### src/rtl/wb_pkg.sv
// Shared Wishbone definitions for initiators, targets and the crossbar bench.
//   - bus width constants
//   - bridge state encoding
//   - packed request/response records
//   - helper that sizes watchdog counters
package wb_pkg;

  localparam int WB_AW   = 32;
  localparam int WB_DW   = 32;
  localparam int WB_SELW = 4;

  typedef enum logic [1:0] {
    IDLE = 2'd0,
    BUS  = 2'd1,
    RESP = 2'd2
  } wb_state_e;

  typedef struct packed {
    logic               we;
    logic [WB_SELW-1:0] sel;
    logic [WB_AW-1:0]   adr;
    logic [WB_DW-1:0]   dat;
  } req_t;

  typedef struct packed {
    logic [WB_DW-1:0] dat;
    logic             err;
    logic             timeout;
  } rsp_t;

  // Counter width able to hold 0..timeout, never narrower than one bit.
  function automatic int tw_of(input int timeout);
    return (timeout < 1) ? 1 : $clog2(timeout + 1);
  endfunction

endpackage

### src/rtl/wb_timeout_counter.sv
// Watchdog counter for Wishbone cycles.
//   clk, rst_n : clock, async active-low reset
//   clear      : hold the count at zero
//   enable     : count one more cycle without termination
//   expire     : this edge is the TIMEOUT-th counted cycle (never when TIMEOUT=0)
module wb_timeout_counter
  import wb_pkg::*;
#(
  parameter int TIMEOUT = 255
) (
  input  logic clk,
  input  logic rst_n,
  input  logic clear,
  input  logic enable,
  output logic expire
);

  localparam int TW = tw_of(TIMEOUT);
  localparam logic [TW-1:0] LAST = (TIMEOUT == 0) ? '0 : TW'(TIMEOUT - 1);

  logic [TW-1:0] cnt;

  always_ff @(posedge clk or negedge rst_n) begin
    if (!rst_n) begin
      cnt <= '0;
    end else if (clear) begin
      cnt <= '0;
    end else if (enable) begin
      cnt <= cnt + TW'(1);
    end
  end

  assign expire = (TIMEOUT != 0) && enable && (cnt == LAST);

endmodule

### src/rtl/wb_master_bridge.sv
// Valid/ready request/response to Wishbone classic single-cycle initiator.
//   req_*   : request channel (valid/ready, we, sel, adr, dat)
//   rsp_*   : response channel (valid/ready, dat, err, timeout)
//   busy    : a transaction is in flight or its response is pending
//   m_*     : Wishbone master port (cyc, stb, we, sel, adr, dat_w, dat_r, ack, err)
//
// state | meaning
// IDLE  | ready for a request, no bus activity
// BUS   | cyc/stb asserted, waiting for ack/err or watchdog expiry
// RESP  | response held on rsp_* until rsp_ready
module wb_master_bridge
  import wb_pkg::*;
#(
  parameter int TIMEOUT = 255
) (
  input  logic              clk,
  input  logic              rst_n,
  input  logic              req_valid,
  output logic              req_ready,
  input  logic              req_we,
  input  logic [WB_SELW-1:0] req_sel,
  input  logic [WB_AW-1:0]  req_adr,
  input  logic [WB_DW-1:0]  req_dat,
  output logic              rsp_valid,
  input  logic              rsp_ready,
  output logic [WB_DW-1:0]  rsp_dat,
  output logic              rsp_err,
  output logic              rsp_timeout,
  output logic              busy,
  output logic              m_cyc,
  output logic              m_stb,
  output logic              m_we,
  output logic [WB_SELW-1:0] m_sel,
  output logic [WB_AW-1:0]  m_adr,
  output logic [WB_DW-1:0]  m_dat_w,
  input  logic [WB_DW-1:0]  m_dat_r,
  input  logic              m_ack,
  input  logic              m_err
);

  wb_state_e state, state_nxt;
  req_t      req_q;
  rsp_t      rsp_q;
  logic      accept;
  logic      term;
  logic      expire;

  assign req_ready = (state == IDLE);
  assign accept    = req_valid && req_ready;
  assign term      = m_ack || m_err;

  // Cleared whenever outside BUS, so every bus cycle starts counting from zero.
  wb_timeout_counter #(.TIMEOUT(TIMEOUT)) u_wdog (
    .clk    (clk),
    .rst_n  (rst_n),
    .clear  (state != BUS),
    .enable ((state == BUS) && !term),
    .expire (expire)
  );

  always_ff @(posedge clk or negedge rst_n) begin
    if (!rst_n) begin
      state <= IDLE;
    end else begin
      state <= state_nxt;
    end
  end

  always_comb begin
    state_nxt = state;
    case (state)
      IDLE: if (accept) state_nxt = (req_sel == '0) ? RESP : BUS;
      BUS:  if (term || expire) state_nxt = RESP;
      RESP: if (rsp_ready) state_nxt = IDLE;
      default: state_nxt = IDLE;
    endcase
  end

  always_ff @(posedge clk or negedge rst_n) begin
    if (!rst_n) begin
      req_q <= '0;
      rsp_q <= '0;
    end else begin
      case (state)
        IDLE: begin
          // An empty byte-select request is refused without touching the bus,
          // so the bus-side registers keep their previous contents.
          if (accept) begin
            if (req_sel != '0) begin
              req_q.we  <= req_we;
              req_q.sel <= req_sel;
              req_q.adr <= req_adr;
              req_q.dat <= req_dat;
            end
            rsp_q.dat     <= '0;
            rsp_q.err     <= (req_sel == '0);
            rsp_q.timeout <= 1'b0;
          end
        end
        BUS: begin
          // err takes priority over ack; a termination on the expiry edge wins
          // over the watchdog.
          if (m_err) begin
            rsp_q.dat     <= '0;
            rsp_q.err     <= 1'b1;
            rsp_q.timeout <= 1'b0;
          end else if (m_ack) begin
            rsp_q.dat     <= req_q.we ? '0 : m_dat_r;
            rsp_q.err     <= 1'b0;
            rsp_q.timeout <= 1'b0;
          end else if (expire) begin
            rsp_q.dat     <= '0;
            rsp_q.err     <= 1'b1;
            rsp_q.timeout <= 1'b1;
          end
        end
        RESP: if (rsp_ready) rsp_q <= '0;
        default: rsp_q <= '0;
      endcase
    end
  end

  assign rsp_valid   = (state == RESP);
  assign rsp_dat     = rsp_q.dat;
  assign rsp_err     = rsp_q.err;
  assign rsp_timeout = rsp_q.timeout;
  assign busy        = (state != IDLE);

  assign m_cyc   = (state == BUS);
  assign m_stb   = (state == BUS);
  assign m_we    = req_q.we;
  assign m_sel   = req_q.sel;
  assign m_adr   = req_q.adr;
  assign m_dat_w = req_q.dat;

endmodule

### config.mk
export PLATFORM = sky130hd
export DESIGN_NAME = wb_master_bridge
export DESIGN_NICKNAME = d
export VERILOG_FILES = /design/src/rtl/wb_pkg.sv /design/src/rtl/wb_timeout_counter.sv /design/src/rtl/wb_master_bridge.sv
export SDC_FILE = /design/constraint.sdc
export NUM_CORES = 1
export LEC_CHECK = 0
export CORE_MARGIN = 3
export CORE_UTILIZATION = 37
export DETAILED_ROUTE_END_ITERATION = 10
export HOLD_SLACK_MARGIN = 0.02
export PLACE_DENSITY = 0.84
export SYNTH_ARGS = -nofsm -noshare
export SYNTH_HDL_FRONTEND = slang
export SYNTH_SLANG_ARGS = --single-unit
### constraint.sdc
create_clock -name clk -period 1.5 [get_ports clk]
set_clock_uncertainty 0.1 [all_clocks]
set_input_delay 0.375 -clock clk [delete_from_list [all_inputs] [get_ports clk]]
set_output_delay 0.375 -clock clk [all_outputs]
set_load 0.02 [all_outputs]
* After elaboration in Yosys (flattened, before gate mapping)
Index checks and enable logic that the tools add are counted.
** Word-level totals
- Bits in registers :: 113
- Latch bits :: 0
- Memory bits (writable) :: 0
- Bits in read-only memories :: 0
- Bits of input ports :: 107
- Output and inout port bits :: 108
- Word-level logic and storage cells :: 46
- Memories :: 0
** Cells by class
- Add/subtract/negate cells :: 1
- Multipliers :: 0
- Div/mod/pow operators :: 0
- Order comparisons :: 0
- Equal/unequal tests :: 8
- Shift operators :: 0
- Multiplexer cells :: 14
- Bitwise gates (word level) :: 0
- Reductions and logical operators :: 14
** Operators by type and width (number)
- $mux W34 :: 5
- $pmux W34 S3 :: 1
- $mux W32 :: 1
- $mux W8 :: 2
- $reduce_and A3 Y1 :: 3
- $add A8 B1 Y8 const B :: 1
- $eq A8 B8 Y1 const B :: 1
- $mux W2 :: 4
- $ne A2 B1 Y1 const B :: 4
- $pmux W2 S3 :: 1
- $logic_not A4 Y1 :: 1
- $ne A4 B1 Y1 const B :: 1
- $reduce_bool A2 Y1 :: 2
- $reduce_bool A4 Y1 :: 1
- $logic_and A1 B1 Y1 :: 3
- $eq A2 B1 Y1 const B :: 1
- $eq A2 B2 Y1 const B :: 1
- $logic_not A2 Y1 :: 1
- $logic_or A1 B1 Y1 :: 2
- $logic_not A1 Y1 :: 1

* Logic depth before layout (Yosys ltp)
Gate-level depths: netlist of the first run.
- Word-level depth :: 8
- Gate-level depth with buffers :: 8
- Gate-level depth less buffers :: 6

* Modules after synthesis
Synthesis of the first run repeated with hierarchy kept, for this count alone.
** Second synthesis, totals
- Cell total of the unflattened synthesis :: 284
- Area, all modules :: 4376.7 um2
** By module, submodules not included
- wb_master_bridge :: times used 1, cells an instance 243, area each 3965.1 um2, seq. area each 2627.5 um2
- wb_timeout_counter :: times used 1, cells an instance 41, area each 411.6 um2, seq. area each 200.2 um2

* Least setup slack after synthesis of the first run
No wires, ideal clock.
- Kind :: input-to-reg
- From :: input port req_sel[1]
- To :: register req_q, in the netlist m_adr[10]
- Setup time :: 125 ps
- Data arrival time :: 1582 ps
- Required time :: 1275 ps
- Setup slack :: -307 ps
- Cell stages on the path :: 4
- Path buffers :: 1
- Path through :: or4_4 -> nand3_2 -> clkbuf_8 -> mux2_2
** Between the ends
- Cells in the longest elaborated chain, start to end :: 2
** RTL lines
- start: declaration :: RTL line wb_master_bridge.sv:21 : input logic [WB_SELW-1:0] req_sel,
- $reduce_bool A4 Y1 :: RTL line wb_master_bridge.sv:89 : if (req_sel != '0) begin
- $reduce_and A3 Y1 (no line)
- end: declaration :: RTL line wb_master_bridge.sv:42 : req_t req_q;
Every way passes these cells.
A chain may end at the register's enable or synchronous reset.

* Final worst setup path of the first run
- From :: register u_wdog.cnt[0]
- To :: register rsp_q, in the netlist rsp_dat[10]
** Between the ends
- Cells in the longest elaborated chain, start to end :: 4
** RTL lines
- start: declaration :: RTL line wb_timeout_counter.sv:21 : logic [TW-1:0] cnt;
- start signal: assignment :: RTL line wb_timeout_counter.sv:29 : cnt <= cnt + TW'(1);
- $eq A8 B8 Y1 :: RTL line wb_timeout_counter.sv:33 : assign expire = (TIMEOUT != 0) && enable && (cnt == LAST);
- $logic_and A1 B1 Y1 :: RTL line wb_timeout_counter.sv:33
- $ne A4 B1 Y1 (no line)
- $reduce_and A3 Y1 (no line)
- end: declaration :: RTL line wb_master_bridge.sv:43 : rsp_t rsp_q;
Every way passes these cells.

==> impl_results.md, run 1 <==
- Status: complete, but fails checks
- Failing checks: setup timing
- Worst Tran Pin Value: 0.312 ns
- # rows: 39
- Largest net degree at the start of global routing: 58
- Required @ worst endpoint: 1.69 ns
- Post-route minimum period: 1.84 ns
- Layout cells sized above 1: 52.0%
- Worst hold path depth: 2
- CTS clk-pin slew, worst paths: roughly 0.05 ns
- Synthesized-area fraction occupied by adder cells: less than 1%
- Worst-path fanout max: 8
- Final worst setup slack: -0.342 ns
- Cell count after synthesis: 282
- Seq/Total Area, Yosys: 64.2%
- Commonest non-fill, non-tap cell in the layout: dfrtp_1
- Crit Path Class: flip-flop to flip-flop
- FF-to-FF Start: u_wdog.cnt[0]$_DFFE_PN0P_
- Worst skew pair latency: 0.40 ns
- Worst r2r path cells: 9
- Post-Syn Area: around 0.0044 mm2
- CTS buffer count: 17
- Mapped Nets: 391
- Combinational family with the most area after synthesis: multiplexers
- Seq cells post-synth: between 100 and 150
- Post-synthesis mux area share: 17.9%
- Synth Area in Compound Gates: 7.47%
- CTS tree: done
- Layout Nets: 675
- RePlAce Congestion: 0.771
- H-tree depth: 4
- RSZ-0062 raised after global routing: true
- Worst VDD drop: around 1300 uV
- Final period utilization: 123%
- Netlist cell types: 29
- Final WL: approximately 14 mm
- Hold Startpoint: req_sel[2]
- Power Total: 16.3 mW
- Root Driver: clkbuf_16
- Internal: between 10 and 15 mW
- Post-route DRC: 0
- Worst Path Arrival: between 2 and 2.5 ns
- Highest achievable clock rate: 543 MHz
- Port Buffers: 214
- Reg-to-Reg End: rsp_dat[10]$_DFFE_PN0P_
- CP Capture Type: flip-flop
- Die height: 115 um
- ANT nets after route: 0
- Vias per std cell: 4.99
- Logic gate share of total power: 42.4%
- Sequential share of power: about 29%
- Final hold violations: 0
- Via count of the first global-routing pass: approximately 4,000
- Net Sw Frac: about a third
- Initial antenna violation count: 0
- Placed Cells incl. Taps: 655
- Vias: 3,604
- Gr usage total: 21.0%
- Clock sink count: 113
- Clk pwr share: roughly 28%
- Full die area: 0.0132 mm2
- Total gr overflow: 0
- Yosys warns: 0
- HPWL Detailed: 8.67 mm
- Rel. slew slack: 79.2%
- # IOs: 215
- Core region area: about 0.012 mm2
- Max Cap Viol: 0
- DRT iter0 DRCs: 171
- Syn avg cell area: 15.6 um2
- Post-synthesis xor/xnor area fraction: under 10%
- # setup viols final: 109
- Die W: 115 um
- Routed wire per std cell: 19.2 um
- First-pass iteration count of the detailed router: 4
- First-pass GRT wire length: 21.1 mm
- Net switching power: ~5.3 mW
- HP Class: primary input to flip-flop
- Pleak: 3.84 nW
- Pwr per Cell Area: 2080 mW/mm2
- FILL cells: ~820
- # diodes: 0
- Nature of the critical path startpoint: flip-flop
- Synth-to-Final Area Change: 77.8%
- Worst Hold End: m_sel[2]$_DFFE_PN0P_
- Max Slew Vio Count: 0
- Starting Density: 38.2%
- Register-to-register setup slack: -0.34 ns
- Clock buffer depth: 2
- Synth Area in Simple Gates: 4.29%
- Most frequent cells in the layout: dfrtp_1 (111), buf_2 (105), clkdlybuf4s50_1 (101)
- Fin cells: 722
[power by group through the flow]
stage	logic [mW]	registers (mW)	clock network [mW]
after global placement	6.31	4.73	0
after detailed placement	6.45	4.78	0
after CTS	6.91	4.73	4.68
after floorplan	2.05	6.04	0
after global routing	7.28	4.89	4.84
final	6.90	4.74	4.62
[kinds of logic after synthesis]
| kind of cell | after synthesis |
|---|---|
| AOI/OAI and AO/OA | 38 |
| and+or+nand+nor | 31 |
| adders and majority gates | 2 |
| DFF | 113 |
| buffers and inverters | 21 |
| xor gates and xnor gates | 7 |
| muxes | 70 |
[flip-flops by register name, indices dropped and copies added (netlist names)]
register and flops:
m_adr 32, m_dat_w 32, m_sel 4, m_we 1, rsp_dat 32, rsp_err 1
rsp_timeout 1, state 2, u_wdog.cnt 8
[cell usage after synthesis]
library cell    n  area share [%]
o22a_1          1            0.20
a22o_1         32             6.4
a211oi_1        2            0.34
nand2_1         3            0.26
xnor2_1         2            0.40
buf_6           6             1.5
clkbuf_8        5             1.6
o211ai_1        1            0.17
nor4b_4         1            0.54
mux2_2         70              18
and3_1          2            0.28
nor2_2          1            0.14
ha_1            2            0.57
inv_1           5            0.43
buf_2           4            0.45
xor2_1          5            0.99
buf_4           1            0.17
nand3_1         1            0.11
dfrtp_1       113              64
nand2b_1        3            0.43
nor2b_1         2            0.28
a311oi_1        1            0.20
nor2_1          9            0.77
or4_4           1            0.26
nand4_1         4            0.57
o32ai_1         1            0.20
nor3_1          2            0.23
nor4b_1         1            0.20
nand3_2         1            0.23
[area by class of cell]
cell class,count,area (um2),area share [%]
sequential,113,2830,36.2
tap,143,179,2.29
multi-input combinational,148,1590,20.3
clock buffer,21,480,6.14
timing repair buffer,281,2520,32.2
clock inverter,11,205,2.62
inverter,5,21.3,0.272
[how the worst max path moves through the flow]
stage                                    from                 endpoint  depth (start not counted)
global placement                   req_sel[1]         m_we$_DFFE_PN0P_                          5
global route        u_wdog.cnt[0]$_DFFE_PN0P_  rsp_dat[16]$_DFFE_PN0P_                          9
floorplan                          req_sel[1]    m_adr[10]$_DFFE_PN0P_                          4
CTS                 u_wdog.cnt[0]$_DFFE_PN0P_  rsp_dat[16]$_DFFE_PN0P_                          9
detailed placement                 req_sel[1]  m_dat_w[21]$_DFFE_PN0P_                          5
finish              u_wdog.cnt[0]$_DFFE_PN0P_  rsp_dat[10]$_DFFE_PN0P_                          9
[per-stage QoR]
| step | area [um2] | hold WS, ns | utilization [%] | setup WS [ns] | TNS, ns |
|---|---|---|---|---|---|
| 2_1_floorplan | 4490 | -0.0206 | - | -0.256 | -20.16 |
| 3_3_place_gp | 6920 | 0.0797 | 60.1 | -0.782 | -73.29 |
| 3_5_place_dp | 6920 | 0.0838 | 60.1 | -0.852 | -78.79 |
| 4_1_cts | 7780 | 0.106 | 67.5 | -0.259 | -19.84 |
| 5_1_grt | 7830 | 0.120 | 68.0 | -0.408 | -28.80 |
| 6_report | 7830 | 0.130 | 68.0 | -0.342 | -20.49 |
[worst max-delay path: stages (launching register included)]
cell	delay, ns
dfrtp_1	0.37
inv_1	0.07
ha_2	0.17
nand3_2	0.08
o211ai_1	0.21
buf_4	0.16
nand2b_4	0.09
buf_12	0.15
buf_16	0.13
a22o_1	0.19
[per-layer routing]
layer	up-vias	global-route usage (%)	share of wire (%)
met2	156	36.4	52
met3	40	6.84	7.0
met1	1809	23.3	37
li1	1599	-	-
met5	-	0	0
met4	0	10.3	3.7
[what timing repair did]
action / CTS / global route
resized for setup: 515 / 23
setup endpoints to repair: 213 / 111
setup buffers: 21 / 9
hold endpoints to repair: 113 / 0
hold buffers: 1 / 0
cloned: 12 / 2
pin swaps: 4 / 7
Power figures use the tool's default switching activity.
==> inputs of run 2 (changes only) <==
REMOVE_ABC_BUFFERS = 1   (was unset)
==> impl_results.md, run 2 (synthesis results as in run 1) <==
- DRT iter0 DRCs: 145
- Reg-to-Reg End: state[1]$_DFFE_PN0P_
- Worst r2r path cells: 7
- H-tree depth: 4
- Hold WS: 0.217 ns
- Rel. slew slack: 77.7%
- Crit path buffers/inverters: 2
- Levels on crit path: 7
- Core region area: 0.0115 mm2
- Crit Path Class: flip-flop to flip-flop
- Layout Nets: 662
- Gr usage total: 19.5%
- Final period utilization: 118%
- Final worst setup slack: -0.268 ns
- Final WL: 13.1 mm
- Biggest cell delay along the critical path: 0.38 ns
- Port Buffers: 214
- Starting Density: 38.2%
- Max Slew Vio Count: 0
- FF-to-FF Start: u_wdog.cnt[0]$_DFFE_PN0P_
- Via count of the first global-routing pass: about 3,700
- Post-route minimum period: 1.77 ns
- Failing checks: setup timing
- Worst skew pair latency: 0.40 ns
- Worst VDD drop: 1220 uV
- Synth-to-Final Area Change: 71.6%
- Clock sink count: 113
- DR WL met3: around 1.2 mm
- # IOs: 215
- Slowest stage cell on the critical path: dfrtp_1
- Highest routed layer: met4
- Highest achievable clock rate: 565 MHz
- Critical path origin: u_wdog.cnt[0]$_DFFE_PN0P_
- # rows: 39
- FILL cells: 856
- Worst Path Arrival: just under 2 ns
- Power Total: 15.7 mW
- Status: complete, but fails checks
- CTS buffer count: 17
- Routed wire per std cell: 18.5 um
- Pleak: 3.68 nW
- Clock buffer depth: 2
- Placed Cells incl. Taps: around 660
- Met2 wire len: 6.68 mm
- Worst Tran Pin Value: 0.334 ns
- Pwr per Cell Area: 2080 mW/mm2
- RSZ-0062 raised after global routing: true
- Vias: about 3,500
- HP Class: primary input to flip-flop
- ANT nets after route: 0
- Largest net degree at the start of global routing: 52
- Register-to-register setup slack: -0.27 ns
- Worst Setup EP: state[1]$_DFFE_PN0P_
- HPWL Detailed: 8.63 mm
- # setup viols final: 109
- First-pass GRT wire length: 19.7 mm
- Final hold violations: 0
- Die height: ~120 um
- Most frequent cells in the layout: dfrtp_1 (111), buf_2 (103), clkdlybuf4s50_1 (101)
- CP Capture Type: flip-flop
- Initial antenna violation count: 0
- Max Cap Viol: 0
- Commonest non-fill, non-tap cell in the layout: dfrtp_1
- Nature of the critical path startpoint: flip-flop
- Fin Setup TNS: -21.66 ns
- Fin cells: 709
- Root Driver: clkbuf_16
- CTS tree: done
- M1 wire length: 5.04 mm
- Required @ worst endpoint: between 1.5 and 2 ns
- CTS clk-pin slew, worst paths: 0.05 ns
- Total gr overflow: 0
- Fin util: 65.6%
- Critical-path cell list: inv_1 -> ha_1 -> nand3_2 -> o211ai_1 -> nand2b_4 -> buf_12 -> o32ai_2
- RePlAce Congestion: around 0.76
- Vias per std cell: 4.93
- Post-route DRC: 0
- Layout cells sized above 1: 49.8%
- First-pass iteration count of the detailed router: 4
- # diodes: 0
- Die W: 115 um
- Worst-path fanout max: 33
- Full die area: 0.0132 mm2
- Critical path's top delay family: compound AO/OA/AOI/OAI gates
## run 2: through the flow
step | area, um2 | setup slack (ns)
2_1_floorplan | 4240 | -1.22
3_3_place_gp | 6900 | -0.818
3_5_place_dp | 6900 | -0.871
4_1_cts | 7430 | -0.251
5_1_grt | 7560 | -0.375
6_report | 7560 | -0.268
## run 2: area by class of cell
cell class / instances / area [um2] / share of cell area [%]
inverters: 5 / 21.3 / 0.281
flip-flops and latches: 113 / 2830 / 37.5
repair buffers: 268 / 2290 / 30.3
well taps: 143 / 179 / 2.37
multi-input cells: 148 / 1550 / 20.5
clock inverters: 11 / 205 / 2.72
clock buffers: 21 / 480 / 6.36
## run 2: report_power, final
group          internal [mW]  switching, mW  total, mW
sequential              4.14          0.589       4.73
clock                   3.28           1.36       4.64
combinational           3.12           3.19       6.32
## run 2: worst min path at each step
stage,slack (ns),to,startpoint,depth (start not counted)
global placement,0.15,rsp_dat[18]$_DFFE_PN0P_,rst_n,1
global route,0.21,m_sel[3]$_DFFE_PN0P_,req_sel[3],2
floorplan,-0.02,m_adr[0]$_DFFE_PN0P_,rst_n,0
CTS,0.21,m_sel[1]$_DFFE_PN0P_,req_sel[1],2
finish,0.22,m_sel[1]$_DFFE_PN0P_,req_sel[1],2
detailed placement,0.16,rsp_dat[18]$_DFFE_PN0P_,rst_n,1
## run 2: metal layers
| layer | vias to the layer above | track usage, % |
|---|---|---|
| li1 | 1559 | - |
| met1 | 1752 | 22.9 |
| met2 | 170 | 32.4 |
| met3 | 16 | 8.68 |
| met4 | 0 | 6.10 |
| met5 | - | 0 |
## run 2: repair_timing
item	in CTS	in global routing
gates cloned	3	3
endpoints found under the setup margin	212	111
hold endpoints to repair	14	0
pin swaps	3	3
buffers inserted	11	4
gates resized for setup	486	19
hold buffers	1	0
==> inputs of run 3 (changes only) <==
CORE_MARGIN = unset   (was 3)
==> impl_results.md, run 3 (synthesis results as in run 1) <==
- Status: complete, but fails checks
- Failing checks: DRC, setup timing
- Post-route DRC: 34
- Worst Path Arrival: 1.93 ns
- Fin area: 0.00764 mm2
- Initial antenna violation count: 0
- Required @ worst endpoint: 1.68 ns
- Pleak: 3.85 nW
- H-tree depth: 4
- Largest net degree at the start of global routing: 53
- Worst Tran Pin Value: 0.278 ns
- Vias per std cell: 4.83
- # setup viols final: 109
- Final worst setup slack: -0.250 ns
- CTS buffer count: 17
- Area after DPL: 0.00686 mm2
- Via count of the first global-routing pass: between 3,000 and 4,000
- Commonest non-fill, non-tap cell in the layout: dfrtp_1
- # diodes: 0
- Full die area: ~0.012 mm2
- Setup slack after placement: -0.821 ns
- Final period utilization: 117%
- HPWL Detailed: 7.96 mm
- Final WL: 12.2 mm
- # rows: 39
- First-pass GRT wire length: 19.3 mm
- Core region area: between 0.01 and 0.015 mm2
- Clock buffer depth: 2
- Max Cap Viol: 0
- Layout cells sized above 1: 49.6%
- ANT nets after route: 0
- Most frequent cells in the layout: dfrtp_1 (111), buf_2 (103), clkdlybuf4s50_1 (101)
- Highest achievable clock rate: 571 MHz
- Max Slew Vio Count: 0
- Post-route minimum period: 1.75 ns
- Die height: about 110 um
- Power Total: ~16 mW
- CP Capture Type: flip-flop
- Final hold violations: 0
- # IOs: approximately 220
- Die W: around 110 um
- Root Driver: clkbuf_16
- Rel. slew slack: 81.5%
- Fin util: 66.4%
- Nature of the critical path startpoint: flip-flop
- RSZ-0062 raised after global routing: true
- Port Buffers: roughly 210
- HP Class: primary input to flip-flop
- Synth-to-Final Area Change: 73.6%
- Multi-input logic area: 0.00172 mm2
- Pwr per Cell Area: 2070 mW/mm2
- Worst VDD drop: approximately 1400 uV
- Gr usage total: 20.1%
- Worst skew pair latency: roughly 0.4 ns
- Storage element area: 0.00283 mm2
- Total gr overflow: 0
- Crit Path Class: flip-flop to flip-flop
- Routed wire per std cell: 17.4 um
- Fin cells: roughly 710
- RePlAce Congestion: 0.780
- Starting Density: roughly two fifths
- FILL cells: roughly 850
- First-pass iteration count of the detailed router: 7
- Clock sink count: ~110
- CTS tree: done
- CTS clk-pin slew, worst paths: 0.05 ns
- Placed Cells incl. Taps: 652
- DRT iter0 DRCs: 127
- Vias: 3,406
- Worst-path fanout max: 7
- Layout Nets: between 600 and 700
==> run 3: final cells by class <==
| cell class | instances | share of cell area [%] |
|---|---|---|
| tap | 143 | 2.34 |
| clock inverter | 13 | 2.44 |
| multi-input combinational | 148 | 22.5 |
| timing repair buffer | 264 | 29.6 |
| inverter | 5 | 0.278 |
| sequential | 113 | 37.0 |
| clock buffer | 19 | 5.79 |
==> run 3: per-stage QoR <==
stage / TNS, ns / hold WS (ns)
detailed placement: -73.31 / 0.164
global route: -28.12 / 0.123
CTS: -18.98 / 0.210
global placement: -72.42 / 0.156
floorplan: -110.67 / -0.0206
finish: -21.63 / 0.130
==> run 3: worst max-delay path, stage by stage, from the launching register on <==
cell       delay (ns)
dfrtp_2          0.45
nor2_4           0.15
buf_6            0.13
nand3_4          0.07
buf_12           0.14
buf_12           0.14
clkbuf_16        0.16
mux2_4           0.29
==> run 3: timing repair <==
action	CTS	global route
hold buffers	1	0
buffers inserted	17	3
cloned	4	3
resized for setup	523	37
endpoints found under the hold margin	15	0
setup endpoints to repair	212	110
pin swaps	4	4
==> run 3: per-layer routing <==
layer	part of all wire, %	GRT usage [%]
met3	8.2	7.55
met4	1.2	7.75
met2	50	33.4
met5	0	0
met1	40	23.6
==> run 3: worst paths after layout <==
kind / cells after the start / startpoint / endpoint / slack (ns)
setup / recovery: 7 / state[1]$_DFFE_PN0P_ / m_dat_w[24]$_DFFE_PN0P_ / -0.25
hold / removal: 2 / req_sel[3] / m_sel[3]$_DFFE_PN0P_ / 0.13
setup reg to reg: 7 / state[1]$_DFFE_PN0P_ / m_dat_w[24]$_DFFE_PN0P_ / -0.25
hold reg to reg: 1 / rsp_dat[20]$_DFFE_PN0P_ / rsp_dat[20]$_DFFE_PN0P_ / 0.39
max in group asynchronous: 3 / rst_n / state[0]$_DFFE_PN0P_ / 0.46
min in group asynchronous: 2 / rst_n / rsp_dat[4]$_DFFE_PN0P_ / 0.29
==> run 3: power by group <==
group | switching, mW | internal [mW] | total (mW)
registers | 0.616 | 4.14 | 4.76
logic | 3.28 | 3.55 | 6.83
clock network | 1.38 | 2.82 | 4.20
